--- config.mk ---
export PLATFORM = sky130hd
export DESIGN_NAME = refill_responder
export DESIGN_NICKNAME = d
export VERILOG_FILES = /design/src/rtl/refill_responder.sv
export SDC_FILE = /design/constraint.sdc
export NUM_CORES = 1
export LEC_CHECK = 0
export ABC_AREA = 1
export CAP_MARGIN = 20
export CORE_ASPECT_RATIO = 0.8
export CORE_MARGIN = 2
export CORE_UTILIZATION = 56
export DETAILED_ROUTE_END_ITERATION = 6
export GPL_TIMING_DRIVEN = 0
export PLACE_DENSITY = 0.87
export SLEW_MARGIN = 20
export SYNTH_ARGS = -nofsm -noshare
export SYNTH_HDL_FRONTEND = slang
export SYNTH_SLANG_ARGS = --single-unit
--- constraint.sdc ---
create_clock -name clk -period 7.08 [get_ports clk]
set_input_delay 1.416 -clock clk [delete_from_list [all_inputs] [get_ports clk]]
set_output_delay 1.416 -clock clk [all_outputs]
set_load 0.01 [all_outputs]
--- src/rtl/refill_responder.sv ---
// refill_responder: memory-side responder for ICache line refills, plus its beat buffer.
// Optional feature macro: REFILL_CRITICAL_WORD_FIRST_EN (critical-word-first, wrapping beat order).
// With the macro undefined, beats always return in ascending word order from the line base.

// Purpose: small synchronous in-order FIFO used as the refill beat buffer.
// Latency: a push is visible at the head the cycle after it is written (registered occupancy).
// Backpressure: none on push (caller guarantees space); head holds still until pop_rdy.
module sync_fifo #(
    parameter int unsigned WIDTH = 64,
    parameter int unsigned DEPTH = 4
) (
    input  logic             clk,
    input  logic             rst,
    input  logic             push_vld,
    input  logic [WIDTH-1:0] push_dat,
    output logic             pop_vld,
    input  logic             pop_rdy,
    output logic [WIDTH-1:0] pop_dat
);
    localparam int unsigned PTR_W = (DEPTH > 1) ? $clog2(DEPTH) : 1;
    localparam int unsigned CNT_W = PTR_W + 1;

    logic [WIDTH-1:0] mem_q [DEPTH];
    logic [PTR_W-1:0] wr_ptr_q, wr_ptr_d;
    logic [PTR_W-1:0] rd_ptr_q, rd_ptr_d;
    logic [CNT_W-1:0] count_q, count_d;
    logic             pop_hs;

    assign pop_vld = (count_q != '0);
    assign pop_dat = mem_q[rd_ptr_q];
    assign pop_hs  = pop_vld && pop_rdy;

    // Pointer and occupancy update; push and pop together leave the count unchanged.
    always_comb begin
        wr_ptr_d = wr_ptr_q;
        rd_ptr_d = rd_ptr_q;
        count_d  = count_q;
        if (push_vld) begin
            wr_ptr_d = wr_ptr_q + PTR_W'(1);
        end
        if (pop_hs) begin
            rd_ptr_d = rd_ptr_q + PTR_W'(1);
        end
        case ({push_vld, pop_hs})
            2'b10:   count_d = count_q + CNT_W'(1);
            2'b01:   count_d = count_q - CNT_W'(1);
            default: count_d = count_q;
        endcase
    end

    // Control state with synchronous reset.
    always_ff @(posedge clk) begin
        if (rst) begin
            wr_ptr_q <= '0;
            rd_ptr_q <= '0;
            count_q  <= '0;
        end else begin
            wr_ptr_q <= wr_ptr_d;
            rd_ptr_q <= rd_ptr_d;
            count_q  <= count_d;
        end
    end

    // Data storage needs no reset; occupancy alone decides what is valid.
    always_ff @(posedge clk) begin
        if (push_vld) begin
            mem_q[wr_ptr_q] <= push_dat;
        end
    end
endmodule

// Purpose: accepts one acquire, issues BEATS word reads, streams buffered words back as grant beats.
// Latency: first grant beat at acquire + 2 + memory latency, then one beat per cycle; idle the cycle after the last beat.
// Backpressure: requests wait on mem_req_ready; grant beats hold on grant_ready while the buffer absorbs all BEATS responses.
module refill_responder #(
    parameter int unsigned ADDR_W = 32,
    parameter int unsigned DATA_W = 64,
    parameter int unsigned BEATS  = 4,
    parameter int unsigned BEAT_W = $clog2(BEATS)
) (
    input  logic              clk,
    input  logic              rst,
    input  logic              acquire_valid,
    output logic              acquire_ready,
    input  logic [ADDR_W-1:0] acquire_addr,
    output logic              mem_req_valid,
    input  logic              mem_req_ready,
    output logic [ADDR_W-1:0] mem_req_addr,
    input  logic              mem_resp_valid,
    input  logic [DATA_W-1:0] mem_resp_data,
    output logic              grant_valid,
    input  logic              grant_ready,
    output logic [DATA_W-1:0] grant_data,
    output logic [BEAT_W-1:0] grant_beat,
    output logic              grant_last
);
    localparam int unsigned WB       = DATA_W / 8;
    localparam int unsigned WB_LOG   = $clog2(WB);
    localparam int unsigned LINE_LOG = $clog2(BEATS * WB);
    localparam int unsigned CNT_W    = BEAT_W + 1;
    localparam logic [ADDR_W-1:0] OFF_MASK = ADDR_W'(BEATS * WB - 1);

    typedef enum logic [0:0] {
        ST_IDLE = 1'b0,
        ST_BUSY = 1'b1
    } state_t;

    state_t            state_q, state_d;
    logic [ADDR_W-1:0] base_q, base_d;
    logic [BEAT_W-1:0] start_q, start_d;
    logic [CNT_W-1:0]  ic_q, ic_d;
    logic [CNT_W-1:0]  gc_q, gc_d;
    logic              acq_rdy_q, acq_rdy_d;

    logic              acq_hs;
    logic              mem_req_hs;
    logic              grant_hs;
    logic              resp_push_vld;
    logic [BEAT_W-1:0] issue_word;
    logic [BEAT_W-1:0] grant_word;

    assign acq_hs     = acquire_valid && acq_rdy_q;
    assign mem_req_hs = mem_req_valid && mem_req_ready;
    assign grant_hs   = grant_valid && grant_ready;

    // Word order is a BEAT_W-bit wrap from the latched start word.
    assign issue_word = start_q + ic_q[BEAT_W-1:0];
    assign grant_word = start_q + gc_q[BEAT_W-1:0];

    assign acquire_ready = acq_rdy_q;
    assign mem_req_valid = (state_q == ST_BUSY) && (ic_q < CNT_W'(BEATS));
    assign mem_req_addr  = base_q + (ADDR_W'(issue_word) << WB_LOG);
    assign grant_beat    = grant_word;
    assign grant_last    = (state_q == ST_BUSY) && (gc_q == CNT_W'(BEATS - 1));

    // Stray responses arriving while idle (e.g. after a mid-line reset) are dropped here.
    assign resp_push_vld = mem_resp_valid && (state_q == ST_BUSY);

    // Beat buffer: one slot per beat, so in-flight plus buffered words can never overflow it.
    sync_fifo #(
        .WIDTH (DATA_W),
        .DEPTH (BEATS)
    ) u_beat_fifo (
        .clk      (clk),
        .rst      (rst),
        .push_vld (resp_push_vld),
        .push_dat (mem_resp_data),
        .pop_vld  (grant_valid),
        .pop_rdy  (grant_ready),
        .pop_dat  (grant_data)
    );

    // Next-state logic: latch the line on acquire, count issued and granted beats, finish on the last grant.
    always_comb begin
        state_d = state_q;
        base_d  = base_q;
        start_d = start_q;
        ic_d    = ic_q;
        gc_d    = gc_q;
        case (state_q)
            ST_IDLE: begin
                if (acq_hs) begin
                    state_d = ST_BUSY;
                    base_d  = acquire_addr & ~OFF_MASK;
`ifdef REFILL_CRITICAL_WORD_FIRST_EN
                    start_d = acquire_addr[LINE_LOG-1:WB_LOG];
`else
                    start_d = '0;
`endif
                    ic_d    = '0;
                    gc_d    = '0;
                end
            end
            ST_BUSY: begin
                if (mem_req_hs) begin
                    ic_d = ic_q + CNT_W'(1);
                end
                if (grant_hs) begin
                    gc_d = gc_q + CNT_W'(1);
                end
                if (grant_hs && grant_last) begin
                    state_d = ST_IDLE;
                end
            end
            default: begin
                state_d = ST_IDLE;
            end
        endcase
        // acquire_ready is registered so it reads 0 during reset and rises the cycle after the last beat.
        acq_rdy_d = (state_d == ST_IDLE);
    end

    // State registers with synchronous reset; reset drops any line in progress.
    always_ff @(posedge clk) begin
        if (rst) begin
            state_q   <= ST_IDLE;
            base_q    <= '0;
            start_q   <= '0;
            ic_q      <= '0;
            gc_q      <= '0;
            acq_rdy_q <= 1'b0;
        end else begin
            state_q   <= state_d;
            base_q    <= base_d;
            start_q   <= start_d;
            ic_q      <= ic_d;
            gc_q      <= gc_d;
            acq_rdy_q <= acq_rdy_d;
        end
    end
endmodule
==> qor.csv <==
metric,value,unit
Final Hold Viols,0,
WP data arrival,2510,ps
Routed wire per std cell,19.7,um
Post-Synthesis Cells,851,
Final setup violation count,0,
CTS tree,done,
Final Cell Area,14800,um^2
Seq cells post-synth,300,
"Top FF cell, synth",edfxtp_1,
top layer in use,met5,
Worst Path Required,5660,ps
RSZ-0062 raised after global routing,no,
Mean Syn Cell Area,13.3,um^2
Detailed Place HPWL,17400,um
Placed Area,13900,um^2
CTS Buf Count,29,
register area share after synthesis,75.7,%
HP Class,reg -> reg,
Max VDD drop,342,uV
Final min period,3920,ps
IO Pins,204,
CP startpoint kind,flip-flop,
Max-Cap Viols,0,
largest net degree at the start of global routing,25,
met3 WL,2210,um
clock skew,11.5,ps
clk slew on worst S/H paths,60,ps
total track usage,25.1,%
Critical Path Fanout Max,10,
routed via count,7736,
DRT Pass-1 Iters,5,
Die X,163,um
root buffer cell,clkbuf_16,
pwr/cell area,299,nW/um^2
WHS,471,ps
ys async rst share,0,%
total gr overflow,0,
Hold Buf Count CTS,0,
Mapped Area,11300,um^2
Tcrit/Tclk final,55.4,%
clock sink total,300,
most frequent cells after synthesis,"edfxtp_1 (256), nor2_1 (191), o21ai_0 (95), o21ai_1 (67), o22ai_1 (64)",
share of layout cells above drive strength 1,9.19,%
vias in the first global route,7759,
Pins Over Slew Limit,0,
Critical Path End Type,output port,
Synth top area share,67.9,%
Post-Layout Cell Count,1374,
number of library cell types mapped by synthesis,27,
top-count cell post-synth,edfxtp_1,
Die Y,131,um
DRC viols,0,
fmax,0.255,GHz
"EDFF count, synth",256,
met2 wire len,13100,um
DR vias/cell,5.63,
Post-Place Cells,1322,
first-pass GRT wire length,41700,um
outcome,"complete, no violations",
Synth Warn #,0,
setup TNS,0,ps
DR iter-0 viols,830,
CTS H-Tree Depth,1,
die area,21400,um^2
Post-CTS Resized,0,
fillers,1244,
Placer Congestion,0.795,
Yosys top cell by area,edfxtp_1,
area of the core,19800,um^2
Starting Density,57.2,%
IO buf count,195,
P&R area growth vs syn,30.6,%
final wirelength,27100,um
WS Path Type,reg -> out,
Max clock buf depth,3,
synth top area cells,"edfxtp_1 (68%), dfxtp_1 (7.8%), nor2_1 (6.3%)",
worst-skew pair later-pin latency,540,ps
fin util,74.7,%
Routed Antenna Nets,0,
Final nets,1200,
Antenna diodes,0,
Setup Buffers After CTS,0,
leak pwr,5.17,nW
Worst Tran Pin Value,824,ps
Worst slew margin,44.9,%
Rows,46,
WL met1,11000,um
initial antenna violation count,1,
## report_power, final
part | total (W) | leakage (nW) | switching [W] | internal (W)
Clock | 0.00145 | 0.432 | 0.000620 | 0.000835
Combinational | 0.000989 | 2.07 | 0.000533 | 0.000455
Sequential | 0.00197 | 2.67 | 0.0000182 | 0.00196
Total | 0.00442 | 5.17 | 0.00117 | 0.00325
## critical path, stage by stage (launching register included)
cell and delay [ps]:
dfxtp_1 310, clkinv_1 250, clkbuf_1 400, o21ai_0 160
o22ai_1 260, clkdlybuf4s50_1 600
## metrics by stage
| step | total power, W | setup WS, ps |
|---|---|---|
| 2_1_floorplan | 0.00249 | 2330 |
| 3_3_place_gp | 0.00296 | -207 |
| 3_5_place_dp | 0.00299 | 3310 |
| 4_1_cts | 0.00444 | 3170 |
| 5_1_grt | 0.00459 | 3040 |
| 6_report | 0.00442 | 3160 |
## placed cells by master, fill, tap and decap left out, drive strengths merged, types with 8 or more instances in the layout
cell type	count
edfxtp	256
clkbuf	58
clkinv	9
ha	8
a21oi	14
buf	48
dfxtp	44
o21ai	162
inv	25
nor2	193
o22ai	64
clkdlybuf4s50	195
nand2	17
## final timing paths
kind,slack (ps),start,depth (start not counted),to
max reg2reg,4750,state_q$_SDFF_PP0_,5,u_beat_fifo.mem_q[1][14]$_DFFE_PP_
min,470,u_beat_fifo.count_q[2]$_SDFFE_PP0P_,2,u_beat_fifo.count_q[2]$_SDFFE_PP0P_
min reg2reg,470,u_beat_fifo.count_q[2]$_SDFFE_PP0P_,2,u_beat_fifo.count_q[2]$_SDFFE_PP0P_
max,3160,flip-flop,5,grant_data[48]
## cells by family (layout without fill, tap and decap cells)
group,Yosys count,in the layout,share of synthesized area [%]
compound gates,240,240,11.3
xor+xnor,1,1,0.0774
flops,300,300,75.7
other cells,1,3,0.0331
simple gates,218,218,7.55
fa+ha+maj,9,9,1.06
buf+inv,82,339,4.31
## state kept, by name (all words and copies together) (netlist names), named ones only
register              count
gc_q                      3
u_beat_fifo.wr_ptr_q      2
ic_q                      3
u_beat_fifo.count_q       3
state_q                   1
u_beat_fifo.rd_ptr_q      2
u_beat_fifo.mem_q       256
acquire_ready             1
base_q                   27
## final cells by class
cell class	instances	area (um^2)	share of cell area (%)
Buffer	57	392	2.65
Timing Repair Buffer	205	2200	14.9
Inverter	25	96.3	0.652
Clock inverter	13	115	0.779
Clock buffer	39	773	5.23
Sequential cell	300	8570	58.0
Tap cell	264	330	2.23
Multi-Input combinational cell	471	2310	15.6
## per-layer routing
layer  track usage (%)  vias to the layer above
li1                  -                     3584
met1              34.7                     3730
met2              41.2                      366
met3              4.42                       54
met4              7.67                        2
met5                 0                        -
(Power assumes the default switching activity.)
